[src/rtl/sram_mem_responder_pkg.sv]
// sram_mem_responder_pkg: shared state encoding and constants for the SRAM data-memory responder.
package sram_mem_responder_pkg;
    typedef enum logic [1:0] {IDLE, LO, HI, DONE} state_t;
    localparam int ADDR_BASE_DEF = 1024;
    localparam int SRAM_DW = 16;
endpackage

[src/rtl/sram_mem_responder_timer.sv]
// phase_timer: down-counter that marks the last cycle of a WAIT_CYCLES-long SRAM phase.
module phase_timer #(
    parameter int WAIT_CYCLES = 2
) (
    input  logic clk,
    input  logic rst,
    input  logic load_i,
    output logic last_o
);
    localparam int CW = $clog2(WAIT_CYCLES);
    logic [CW-1:0] cnt_q, cnt_d;
    assign last_o = cnt_q == '0;
    assign cnt_d = load_i ? CW'(WAIT_CYCLES - 1) : last_o ? cnt_q : cnt_q - CW'(1);
    always_ff @(posedge clk or negedge rst) begin
        if (!rst) cnt_q <= '0;
        else cnt_q <= cnt_d;
    end
endmodule

[src/rtl/sram_mem_responder.sv]
// sram_mem_responder: runs one 32-bit MEM read/write as two 16-bit phases on an async SRAM.
module sram_mem_responder
    import sram_mem_responder_pkg::*;
#(
    parameter int SRAM_AW     = 18,
    parameter int WAIT_CYCLES = 2,
    parameter int ADDR_BASE   = ADDR_BASE_DEF
) (
    input  logic                clk,
    input  logic                rst,
    input  logic                rd_en,
    input  logic                wr_en,
    input  logic [31:0]         addr,
    input  logic [31:0]         wr_data,
    output logic [31:0]         rd_data,
    output logic                ready,
    output logic [SRAM_AW-1:0]  sram_addr,
    output logic                sram_we_n,
    output logic [SRAM_DW-1:0]  sram_dq_out,
    output logic                sram_dq_oe,
    input  logic [SRAM_DW-1:0]  sram_dq_in
);
    state_t              state_q, state_d;
    logic                wr_q, wr_d;
    logic [31:0]         wd_q, wd_d;
    logic [31:0]         rd_q, rd_d;
    logic [SRAM_DW-1:0]  lo_q, lo_d;
    logic [SRAM_AW-1:0]  sa_q, sa_d;
    logic [SRAM_AW-2:0]  word;
    logic                go, load, last, phase;

    phase_timer #(.WAIT_CYCLES(WAIT_CYCLES)) u_timer (
        .clk    (clk),
        .rst    (rst),
        .load_i (load),
        .last_o (last)
    );

    assign go    = rd_en | wr_en;
    assign word  = (SRAM_AW-1)'((addr - 32'(ADDR_BASE)) >> 2);
    assign phase = (state_q == LO) || (state_q == HI);

    // The low read half is parked in lo_q so rd_data only changes once the whole word is in.
    always_comb begin
        state_d = state_q;
        wr_d    = wr_q;
        wd_d    = wd_q;
        rd_d    = rd_q;
        lo_d    = lo_q;
        sa_d    = sa_q;
        load    = 1'b0;
        case (state_q)
            IDLE: if (go) begin
                state_d = LO;
                wr_d    = wr_en;
                wd_d    = wr_data;
                sa_d    = {word, 1'b0};
                load    = 1'b1;
            end
            LO: if (last) begin
                state_d = HI;
                sa_d    = {sa_q[SRAM_AW-1:1], 1'b1};
                load    = 1'b1;
                if (!wr_q) lo_d = sram_dq_in;
            end
            HI: if (last) begin
                state_d = DONE;
                if (!wr_q) rd_d = {sram_dq_in, lo_q};
            end
            default: state_d = IDLE;
        endcase
    end

    always_ff @(posedge clk or negedge rst) begin
        if (!rst) begin
            state_q <= IDLE;
            wr_q    <= 1'b0;
            wd_q    <= '0;
            rd_q    <= '0;
            lo_q    <= '0;
            sa_q    <= '0;
        end else begin
            state_q <= state_d;
            wr_q    <= wr_d;
            wd_q    <= wd_d;
            rd_q    <= rd_d;
            lo_q    <= lo_d;
            sa_q    <= sa_d;
        end
    end

    // Strobes decode straight from state so an async reset drops them instantly.
    assign ready       = ((state_q == IDLE) && !go) || (state_q == DONE);
    assign rd_data     = rd_q;
    assign sram_addr   = sa_q;
    assign sram_dq_oe  = wr_q && phase;
    assign sram_we_n   = !(wr_q && phase && !last);
    assign sram_dq_out = !sram_dq_oe ? '0 : (state_q == LO) ? wd_q[15:0] : wd_q[31:16];
endmodule

[config.mk]
export PLATFORM = sky130hd
export DESIGN_NAME = sram_mem_responder
export DESIGN_NICKNAME = d
export VERILOG_FILES = /design/src/rtl/sram_mem_responder_pkg.sv /design/src/rtl/sram_mem_responder_timer.sv /design/src/rtl/sram_mem_responder.sv
export SDC_FILE = /design/constraint.sdc
export NUM_CORES = 1
export LEC_CHECK = 0
export CAP_MARGIN = 15
export CORE_ASPECT_RATIO = 0.6
export CORE_MARGIN = 5
export CORE_UTILIZATION = 48
export DETAILED_ROUTE_END_ITERATION = 10
export GPL_ROUTABILITY_DRIVEN = 0
export PLACE_DENSITY = 0.83
export SLEW_MARGIN = 0
export SYNTH_ARGS = -nofsm -noshare
export SYNTH_HDL_FRONTEND = slang
export SYNTH_HIERARCHICAL = 1
export SYNTH_SLANG_ARGS = --single-unit
[constraint.sdc]
create_clock -name clk -period 3.5 [get_ports clk]
set_input_delay 0.875 -clock clk [delete_from_list [all_inputs] [get_ports clk]]
set_output_delay 0.875 -clock clk [all_outputs]
set_load 0.05 [all_outputs]
==> results of run 1 <==
[worst max-delay path by stage]
stage / startpoint / to / slack [ns]
after floorplan: state_q[1]$_DFFE_PN0P_ / sram_dq_out[10] / 0.74
after global placement: wr_en / ready / 0.75
after detailed placement: state_q[1]$_DFFE_PN0P_ / sram_dq_oe / 0.73
after CTS: state_q[1]$_DFFE_PN0P_ / sram_dq_oe / 0.35
after global routing: state_q[1]$_DFFE_PN0P_ / sram_dq_oe / 0.25
final: state_q[1]$_DFFE_PN0P_ / sram_dq_oe / 0.37
[cell type report]
class                   instances  area share
flip-flops and latches        102       0.412
multi-input cells             183       0.261
repair buffers                143       0.248
clock buffers                   9      0.0364
well taps                     112      0.0226
clock inverters                 7      0.0166
inverters                       6     0.00364
[per-layer routing]
metal	vias to the layer above	global-route usage	routed length [um]
met5	-	0	0
met2	105	0.285	4460
met1	1433	0.240	4230
met4	0	0.0551	138
li1	1327	-	-
met3	15	0.0966	954
[metrics by stage]
step                      cells  cell area (sq um)  power, W  hold WS (ns)
after detailed placement    546               5870   0.00621         0.486
after global placement      546               5870   0.00609         0.464
final                       562               6190   0.00725         0.500
after floorplan             303               4250   0.00476         0.461
after CTS                   562               6190   0.00734         0.506
after global routing        562               6190   0.00764         0.520
[cell usage in the layout (no fill, tap or decap), drive strengths merged]
cell and n:
nand2b 3, clkdlybuf4s50 119, dfrtp 102, o32a 1, nor2 29, a21oi 8, clkinv 1, clkinvlp 1
o21a 1, or2 2, xnor2 3, clkbuf 9, mux2i 16, ha 5, or3b 1, xor2 3
inv 9, mux2 89, nor4 2, bufinv 2, nor2b 1, nor3 1, and2b 1, buf 24
a31oi 1, nand2 13, o21ai 3
[power by group]
| part | internal [W] | switching, W |
|---|---|---|
| Clock | 0.000635 | 0.000444 |
| Sequential | 0.00180 | 0.000317 |
| Combinational | 0.00170 | 0.00236 |
| Total | 0.00413 | 0.00313 |
[flip-flops by register name, summed over array words and instances (netlist names)]
name	flops
wd_q	32
rd_data	32
lo_q	16
u_timer/cnt_q	1
state_q	2
sram_addr	18
wr_q	1
[logic make-up after synthesis]
family | count (synthesis) | share of synthesized area
muxes | 105 | 0.273
DFF | 102 | 0.600
and+or+nand+nor | 53 | 0.0577
buffers and inverters | 18 | 0.0212
AOI/OAI and AO/OA | 14 | 0.0203
xor gates and xnor gates | 6 | 0.0124
adders and majority gates | 5 | 0.0147
[synthesized netlist by cell type, types with 2 or more instances]
master,number,area [sq um]
a21oi_1,7,35.0
buf_2,9,45.0
dfrtp_1,102,2550
ha_1,5,62.6
inv_1,6,22.5
mux2_2,89,1000
mux2i_1,16,160
nand2_1,12,45.0
nand2b_1,2,12.5
nor2_1,29,109
o21ai_0,2,10.0
xnor2_1,3,26.3
xor2_1,3,26.3
==> metrics.csv, run 1 <==
metric,value,unit
"FFs w/ async S/R, synth",1.00,
CP required,2.62,ns
worst clock skew,0.00385,ns
I/O pins,153,
synth-to-layout area growth,45.7,%
Fill cells,580,
DR iter-0 viols,107,
Synth Cell Area,4250,sq um
Avg Inst Size Synth,14.0,sq um
row count,26,
Setup Buffers After CTS,0,
vias in the first global route,3235,
vias post-DR,2880,
H-tree depth,3,
die area,10900,sq um
DRC viols,0,
fmax,320,MHz
Yosys warning count,6,
Synth Flop Type,dfrtp_1,
Final #Nets,534,
DR WL/cell,17.4,um
Seq cells post-synth,102,
GR Util All Layers,0.189,
Min-Delay Path Class,reg2reg,
DP HPWL,7150,um
die width,132,um
setup TNS,0,ns
CP Max Fanout,17,
"delay-heaviest family, CP",buffers and inverters,
slew margin rel.,0.429,
flop2flop setup slack,1.51,ns
Hold Fails Final Rpt,0,
Pwr Density,1170,nW/um^2
GRT Residual Overflow,0,
Final Setup Violations,0,
CTS root buffer,clkbuf_16,
Total Wirelength,9790,um
Syn Nets,392,
WP depth,6,
RSZ-0062 raised after global routing,false,
Reg-to-Reg Start,state_q[1]$_DFFE_PN0P_,
fin crit period,3.13,ns
Worst setup SP type,register,
clock sink count,102,
die height,82.9,um
final worst slack,0.373,ns
ANT nets after route,0,
cell count after synthesis,303,
sequential share of the synthesized area,0.600,
largest net degree at the start of global routing,58,
worst vdd ir,742,uV
worst-path cell chain,inv_1 -> ha_1 -> nand2_1 -> buf_4 -> inv_1 -> clkdlybuf4s50_1,
via/cell ratio,5.12,
starting density of the core,0.495,
1st-pass router iterations,4,
worst hold start,lo_q[7]$_DFFE_PN0P_,
Reg-to-Reg End,sram_addr[15]$_DFFE_PN0P_,
later-pin clock latency in the skew report,0.34,ns
Storage cell area,2550,sq um
hold endpoint,rd_data[7]$_DFFE_PN0P_,
hold bufs inserted after CTS,0,
most frequent CP cell,inv_1,
core area,8590,sq um
"EDFF count, synth",0,
status,completed,
Lkg Pwr,2.63,nW
port bufs,137,
unique cell type count in the Yosys netlist,31,
hold path cells,1,
# resized after CTS,0,
footprint of the multi-input gates,1620,sq um
Register-to-Register Path Depth,6,
ANT cells,0,
proportion of layout cells with a drive suffix above 1,0.300,
crit end category,output pin,
CTS tree,built,
clk slew on worst S/H paths,0.07,ns
CP peak stage delay,0.80,ns
CTS max path bufs,2,
Finished Core Util,0.721,
kind of critical path,reg2out,
initial antenna violation count,0,
CP max stage cell,clkdlybuf4s50_1,
Worst-Margin Slew,0.853,ns
Crit path arrival time,2.25,ns
MaxCap Viol Count,0,
final worst-path cycle share,0.894,
setup slack at placement,0.725,ns
CTS Buf Count,9,
first-pass GRT wire length,16700,um
count of pins over their slew limit,0,
worst path bufs/invs,4,
Note: power is estimated with default switching activity, not from simulation.
==> run 2, diff against run 1 <==
--- a/config.mk
+++ b/config.mk
@@ -5,7 +5,6 @@
 export SDC_FILE = /design/constraint.sdc
 export NUM_CORES = 1
 export LEC_CHECK = 0
-export CAP_MARGIN = 15
 export CORE_ASPECT_RATIO = 0.6
 export CORE_MARGIN = 5
 export CORE_UTILIZATION = 48
==> constraint.sdc (replaced) <==
create_clock -name clk -period 3.9 [get_ports clk]
set_input_delay 0.975 -clock clk [delete_from_list [all_inputs] [get_ports clk]]
set_output_delay 0.975 -clock clk [all_outputs]
set_load 0.05 [all_outputs]
==> run 2 against run 1 <==
Against the previous run: clock-buffer cell count is 1 higher; worst hold slack worse by 0.016 ns; first-iteration DRC count is 2.8% higher; wire length is 4.0% lower; sequential cell count stayed put; utilization is 1.6 points lower; sequential power is 10% lower.
==> metrics.csv, run 2 (synthesis gave the netlist of run 1 again) <==
metric,value,unit,change
status,completed,,unchanged
M3 GR Usage,0.101,,was 0.0966
DRC viols,0,,unchanged
CTS Buf Count,9,,unchanged
CTS root buffer,clkbuf_16,,unchanged
fmax,277,MHz,
clock sink count,102,,unchanged
Min-Delay Path Class,reg2reg,,unchanged
final worst slack,0.291,ns,was 0.373 ns
CP required,2.92,ns,was 2.62 ns
GR Util All Layers,0.178,,was 0.189
GRT busiest layer,met2,,unchanged
first-pass GRT wire length,15700,um,was 16700 um
Layout Cells excl Fill,562,,unchanged
Pwr Density,1030,nW/um^2,was 1170 nW/um^2
fin crit period,3.61,ns,
DP HPWL,6930,um,was 7150 um
Post-Place Cells,546,,unchanged
clock group share of total power,0.145,,was 0.149
vias in the first global route,3090,,was 3235
count of pins over their slew limit,0,,unchanged
slew margin rel.,0.409,,was 0.429
crit end category,output pin,,unchanged
CP peak stage delay,0.70,ns,was 0.80 ns
kind of critical path,reg2out,,unchanged
Hold Fails Final Rpt,0,,unchanged
DR WL/cell,16.7,um,was 17.4 um
worst path bufs/invs,2,,was 4
die area,10900,sq um,unchanged
Setup Buffers After CTS,0,,unchanged
sw power,0.00274,W,was 0.00313 W
MaxCap Viol Count,0,,unchanged
clk slew on worst S/H paths,0.07,ns,about the same
Final Power,0.00625,W,was 0.00725 W
DR iter-0 viols,110,,was 107
CTS tree,built,,unchanged
core area,8590,sq um,unchanged
initial antenna violation count,0,,unchanged
internal power,0.00351,W,was 0.00413 W
vias post-DR,2836,,was 2880
Finished Core Util,0.705,,was 0.721
sequential power share,0.302,,was 0.291
worst clock skew,0.00533,ns,was 0.00385 ns
Switching Share,0.438,,was 0.431
CP Max Fanout,18,,was 17
I/O pins,153,,unchanged
met2 Usage GRT,0.267,,was 0.285
Worst setup SP type,register,,unchanged
row count,26,,unchanged
# resized after CTS,0,,unchanged
final worst-path cycle share,0.925,,
worst-path cell chain,inv_1 -> ha_1 -> nand2_1 -> or2_2 -> clkdlybuf4s50_1,,was inv_1 -> ha_1 -> nand2_1 -> buf_4 -> inv_1 -> clkdlybuf4s50_1
later-pin clock latency in the skew report,0.34,ns,about the same
starting density of the core,0.495,,unchanged
die width,132,um,unchanged
Lkg Pwr,2.55,nW,was 2.63 nW
setup TNS,0,ns,unchanged
Register-to-Register Path Depth,5,,was 6
port bufs,137,,unchanged
proportion of layout cells with a drive suffix above 1,0.264,,was 0.300
setup slack at placement,0.615,ns,was 0.725 ns
ANT cells,0,,unchanged
CTS max path bufs,2,,unchanged
synth-to-layout area growth,42.3,%,was 45.7%
Total Wirelength,9390,um,was 9790 um
Final #Nets,534,,unchanged
worst vdd ir,710,uV,was 742 uV
combinational group share of total power,0.552,,was 0.560
Crit path arrival time,2.63,ns,was 2.25 ns
met1 Usage GRT,0.222,,was 0.240
RSZ-0062 raised after global routing,false,,unchanged
via/cell ratio,5.05,,was 5.12
WP depth,5,,was 6
H-tree depth,3,,unchanged
die height,82.9,um,unchanged
Worst-Margin Slew,0.887,ns,was 0.853 ns
hold path cells,2,,was 1
"delay-heaviest family, CP",simple AND/OR/NAND/NOR gates,,was buffers and inverters
GRT Residual Overflow,0,,unchanged
CP max stage cell,clkdlybuf4s50_1,,unchanged
Final Setup Violations,0,,unchanged
"commonest non-fill, non-tap cell in the layout",clkdlybuf4s50_1,,unchanged
most frequent cells in the layout,"135 x clkdlybuf4s50_1, 102 x dfrtp_1, 89 x mux2_2",,"was 119 x clkdlybuf4s50_1, 102 x dfrtp_1, 89 x mux2_2"
ANT nets after route,0,,unchanged
largest net degree at the start of global routing,73,,was 58
1st-pass router iterations,4,,unchanged
hold bufs inserted after CTS,0,,unchanged
## run 2: cell types whose count changed in the layout (fill, tap and decap cells not counted)
cell,change
clkbuf_8,+1
buf_12,-13
clkinvlp_4,+2
inv_6,-2
bufinv_16,-1
buf_4,-3
clkdlybuf4s50_1,+16
## run 2: per-stage QoR
step / hold WS, ns / area (sq um)
finish: 0.483 / 6050
global route: 0.518 / 6050
CTS: 0.487 / 6050
detailed placement: 0.472 / 5740
global placement: 0.464 / 5740
floorplan: 0.461 / 4250
## run 2: power groups by stage
stage | logic, W | registers (W) | clock network, W
global route | 0.00365 | 0.00196 | 0.000964
floorplan | 0.00150 | 0.00277 | 0
finish | 0.00345 | 0.00189 | 0.000908
CTS | 0.00349 | 0.00190 | 0.000927
global placement | 0.00342 | 0.00187 | 0
detailed placement | 0.00347 | 0.00191 | 0
## run 2: cell type report
cell class,instances,area [sq um]
sequential,102,2550
fill,583,2540
multi-input combinational,183,1620
timing repair buffer,143,1410
clock buffer,10,239
tap,112,140
clock inverter,6,70.1
inverter,6,22.5
## run 2: routing by layer
layer / vias to the layer above / routed length, um
li1: 1329 / -
met1: 1391 / 4080
met4: 0 / 100
met3: 13 / 1030
met2: 103 / 4190
met5: - / 0
## run 2: worst paths after layout
kind | from | end | slack [ns]
min in group asynchronous | rst | wd_q[30]$_DFFE_PN0P_ | 0.74
min reg2reg | sram_addr[10]$_DFFE_PN0P_ | sram_addr[10]$_DFFE_PN0P_ | 0.48
min | sram_addr[10]$_DFFE_PN0P_ | sram_addr[10]$_DFFE_PN0P_ | 0.48
max reg2reg | state_q[0]$_DFFE_PN0P_ | rd_data[10]$_DFFE_PN0P_ | 1.85
max | state_q[0]$_DFFE_PN0P_ | sram_we_n | 0.29
max in group asynchronous | rst | sram_addr[17]$_DFFE_PN0P_ | 2.36
## run 2: worst min-delay path, cell delays in order (launching register included)
cell and delay, ns:
dfrtp_1 0.34, nand2_1 0.05, o21ai_0 0.06
==> run 3, diff against run 2 <==
--- a/config.mk
+++ b/config.mk
@@ -8,10 +8,12 @@
 export CORE_ASPECT_RATIO = 0.6
 export CORE_MARGIN = 5
 export CORE_UTILIZATION = 48
+export CTS_CLUSTER_SIZE = 20
 export DETAILED_ROUTE_END_ITERATION = 10
 export GPL_ROUTABILITY_DRIVEN = 0
+export GPL_TIMING_DRIVEN = 0
 export PLACE_DENSITY = 0.83
-export SLEW_MARGIN = 0
+export SLEW_MARGIN = 20
 export SYNTH_ARGS = -nofsm -noshare
 export SYNTH_HDL_FRONTEND = slang
 export SYNTH_HIERARCHICAL = 1
==> run 3 against run 2 <==
Against the previous run: setup slack worse by 0.11 ns; highest routed layer unchanged; global-route usage is 1.2 points higher; fmax is 2.9% lower; combinational power is 1% higher; clock skew is 0.00073 ns lower; wire length is 5.0% higher.
==> metrics.csv, run 3 (synthesis gave the netlist of run 1 again) <==
metric,value,unit,change
Min-Delay Path Class,reg2reg,,unchanged
status,completed,,unchanged
final worst hold slack,0.498,ns,was 0.483 ns
fin area,6100,sq um,was 6050 sq um
initial antenna violation count,0,,unchanged
DR iter-0 viols,86,,was 110
GR Util All Layers,0.190,,was 0.178
final worst slack,0.182,ns,was 0.291 ns
DP HPWL,7420,um,was 6930 um
final worst-path cycle share,0.953,,was 0.925
proportion of layout cells with a drive suffix above 1,0.270,,was 0.264
worst-path cell chain,inv_1 -> ha_1 -> buf_2 -> buf_4 -> mux2i_1 -> nor2_1 -> clkdlybuf4s50_1,,was inv_1 -> ha_1 -> nand2_1 -> or2_2 -> clkdlybuf4s50_1
Lkg Pwr,2.58,nW,was 2.55 nW
worst path bufs/invs,4,,was 2
row count,26,,unchanged
Layout Cells excl Fill,568,,was 562
synth-to-layout area growth,43.5,%,was 42.3%
H-tree depth,3,,unchanged
ANT cells,0,,unchanged
RSZ-0062 raised after global routing,false,,unchanged
clock sink count,102,,unchanged
largest net degree at the start of global routing,55,,was 73
"commonest non-fill, non-tap cell in the layout",clkdlybuf4s50_1,,unchanged
vias in the first global route,3280,,was 3090
CTS root buffer,clkbuf_16,,unchanged
count of pins over their slew limit,0,,unchanged
placed inst area,5790,sq um,was 5740 sq um
port bufs,137,,unchanged
Reg-to-Reg Start,state_q[0]$_DFFE_PN0P_,,unchanged
CTS Buf Count,9,,unchanged
kind of critical path,reg2out,,unchanged
I/O pins,153,,unchanged
CP required,2.92,ns,about the same
fin crit period,3.72,ns,was 3.61 ns
CP max stage cell,clkdlybuf4s50_1,,unchanged
most frequent cells in the layout,"136 x clkdlybuf4s50_1, 102 x dfrtp_1, 89 x mux2_2",,"was 135 x clkdlybuf4s50_1, 102 x dfrtp_1, 89 x mux2_2"
Final #Nets,541,,was 534
MaxCap Viol Count,0,,unchanged
Final Setup Violations,0,,unchanged
CP peak stage delay,0.81,ns,was 0.70 ns
die width,132,um,unchanged
CTS max path bufs,2,,unchanged
later-pin clock latency in the skew report,0.34,ns,about the same
slew margin rel.,0.631,,was 0.409
Worst setup SP type,register,,unchanged
ANT nets after route,0,,unchanged
Fill cells,605,,was 583
DRC viols,0,,unchanged
fmax,269,MHz,was 277 MHz
CTS tree,built,,unchanged
clk slew on worst S/H paths,0.06,ns,was 0.07 ns
GRT Residual Overflow,0,,unchanged
Crit path arrival time,2.74,ns,was 2.63 ns
crit end category,output pin,,unchanged
die height,82.9,um,unchanged
Post-Place Cells,553,,was 546
DR WL/cell,17.4,um,was 16.7 um
starting density of the core,0.495,,unchanged
worst vdd ir,553,uV,was 710 uV
# resized after CTS,0,,unchanged
Hold Fails Final Rpt,0,,unchanged
worst hold start,lo_q[13]$_DFFE_PN0P_,,was sram_addr[10]$_DFFE_PN0P_
Total Wirelength,9860,um,was 9390 um
"delay-heaviest family, CP",buffers and inverters,,was simple AND/OR/NAND/NOR gates
setup slack at placement,0.363,ns,was 0.615 ns
hold bufs inserted after CTS,0,,unchanged
Worst-Margin Slew,0.552,ns,was 0.887 ns
Finished Core Util,0.710,,was 0.705
CP Max Fanout,10,,was 18
first-pass GRT wire length,16600,um,was 15700 um
1st-pass router iterations,4,,unchanged
Worst Setup SP,state_q[1]$_DFFE_PN0P_,,was state_q[0]$_DFFE_PN0P_
Pwr Density,1030,nW/um^2,about the same
via/cell ratio,5.05,,about the same
die area,10900,sq um,unchanged
Setup Buffers After CTS,0,,unchanged
core area,8590,sq um,unchanged
vias post-DR,2868,,was 2836
worst clock skew,0.00459,ns,was 0.00533 ns
[run 3: area by class of cell]
type                    count  area (sq um)  area share
plain buffers              12          67.6      0.0111
clock buffers              12           267      0.0437
clock inverters             3          42.5     0.00697
inverters                   6          22.5     0.00369
multi-input cells         183          1610       0.264
flip-flops and latches    102          2550       0.418
well taps                 112           140      0.0230
repair buffers            138          1400       0.229
[run 3: final timing paths]
kind / cells past startpoint / slack (ns) / endpoint
max: 7 / 0.18 / sram_dq_out[12]
max reg2reg: 6 / 2.09 / sram_addr[4]$_DFFE_PN0P_
max in group asynchronous: 2 / 2.71 / sram_addr[7]$_DFFE_PN0P_
min: 1 / 0.50 / rd_data[13]$_DFFE_PN0P_
min reg2reg: 1 / 0.50 / rd_data[13]$_DFFE_PN0P_
min in group asynchronous: 1 / 0.58 / wd_q[24]$_DFFE_PN0P_
[run 3: power breakdown]
part / internal, W / switching, W / leakage (nW) / total, W
clock network: 0.000545 / 0.000369 / 0.151 / 0.000914
registers: 0.00161 / 0.000290 / 1.20 / 0.00190
logic: 0.00140 / 0.00209 / 1.23 / 0.00349
total: 0.00356 / 0.00275 / 2.58 / 0.00631
[run 3: per-stage QoR]
stage / total power (W) / setup TNS [ns]
finish: 0.00631 / 0
floorplan: 0.00427 / 0
CTS: 0.00638 / 0
global route: 0.00664 / 0
detailed placement: 0.00543 / 0
global placement: 0.00533 / -194.89
[run 3: metal layers]
| metal | share of wire | track usage | vias to the layer above |
|---|---|---|---|
| met2 | 0.46 | 0.302 | 99 |
| li1 | - | - | 1343 |
| met4 | 0.011 | 0.0532 | 0 |
| met3 | 0.11 | 0.0984 | 8 |
| met5 | 0 | 0 | - |
| met1 | 0.43 | 0.227 | 1418 |
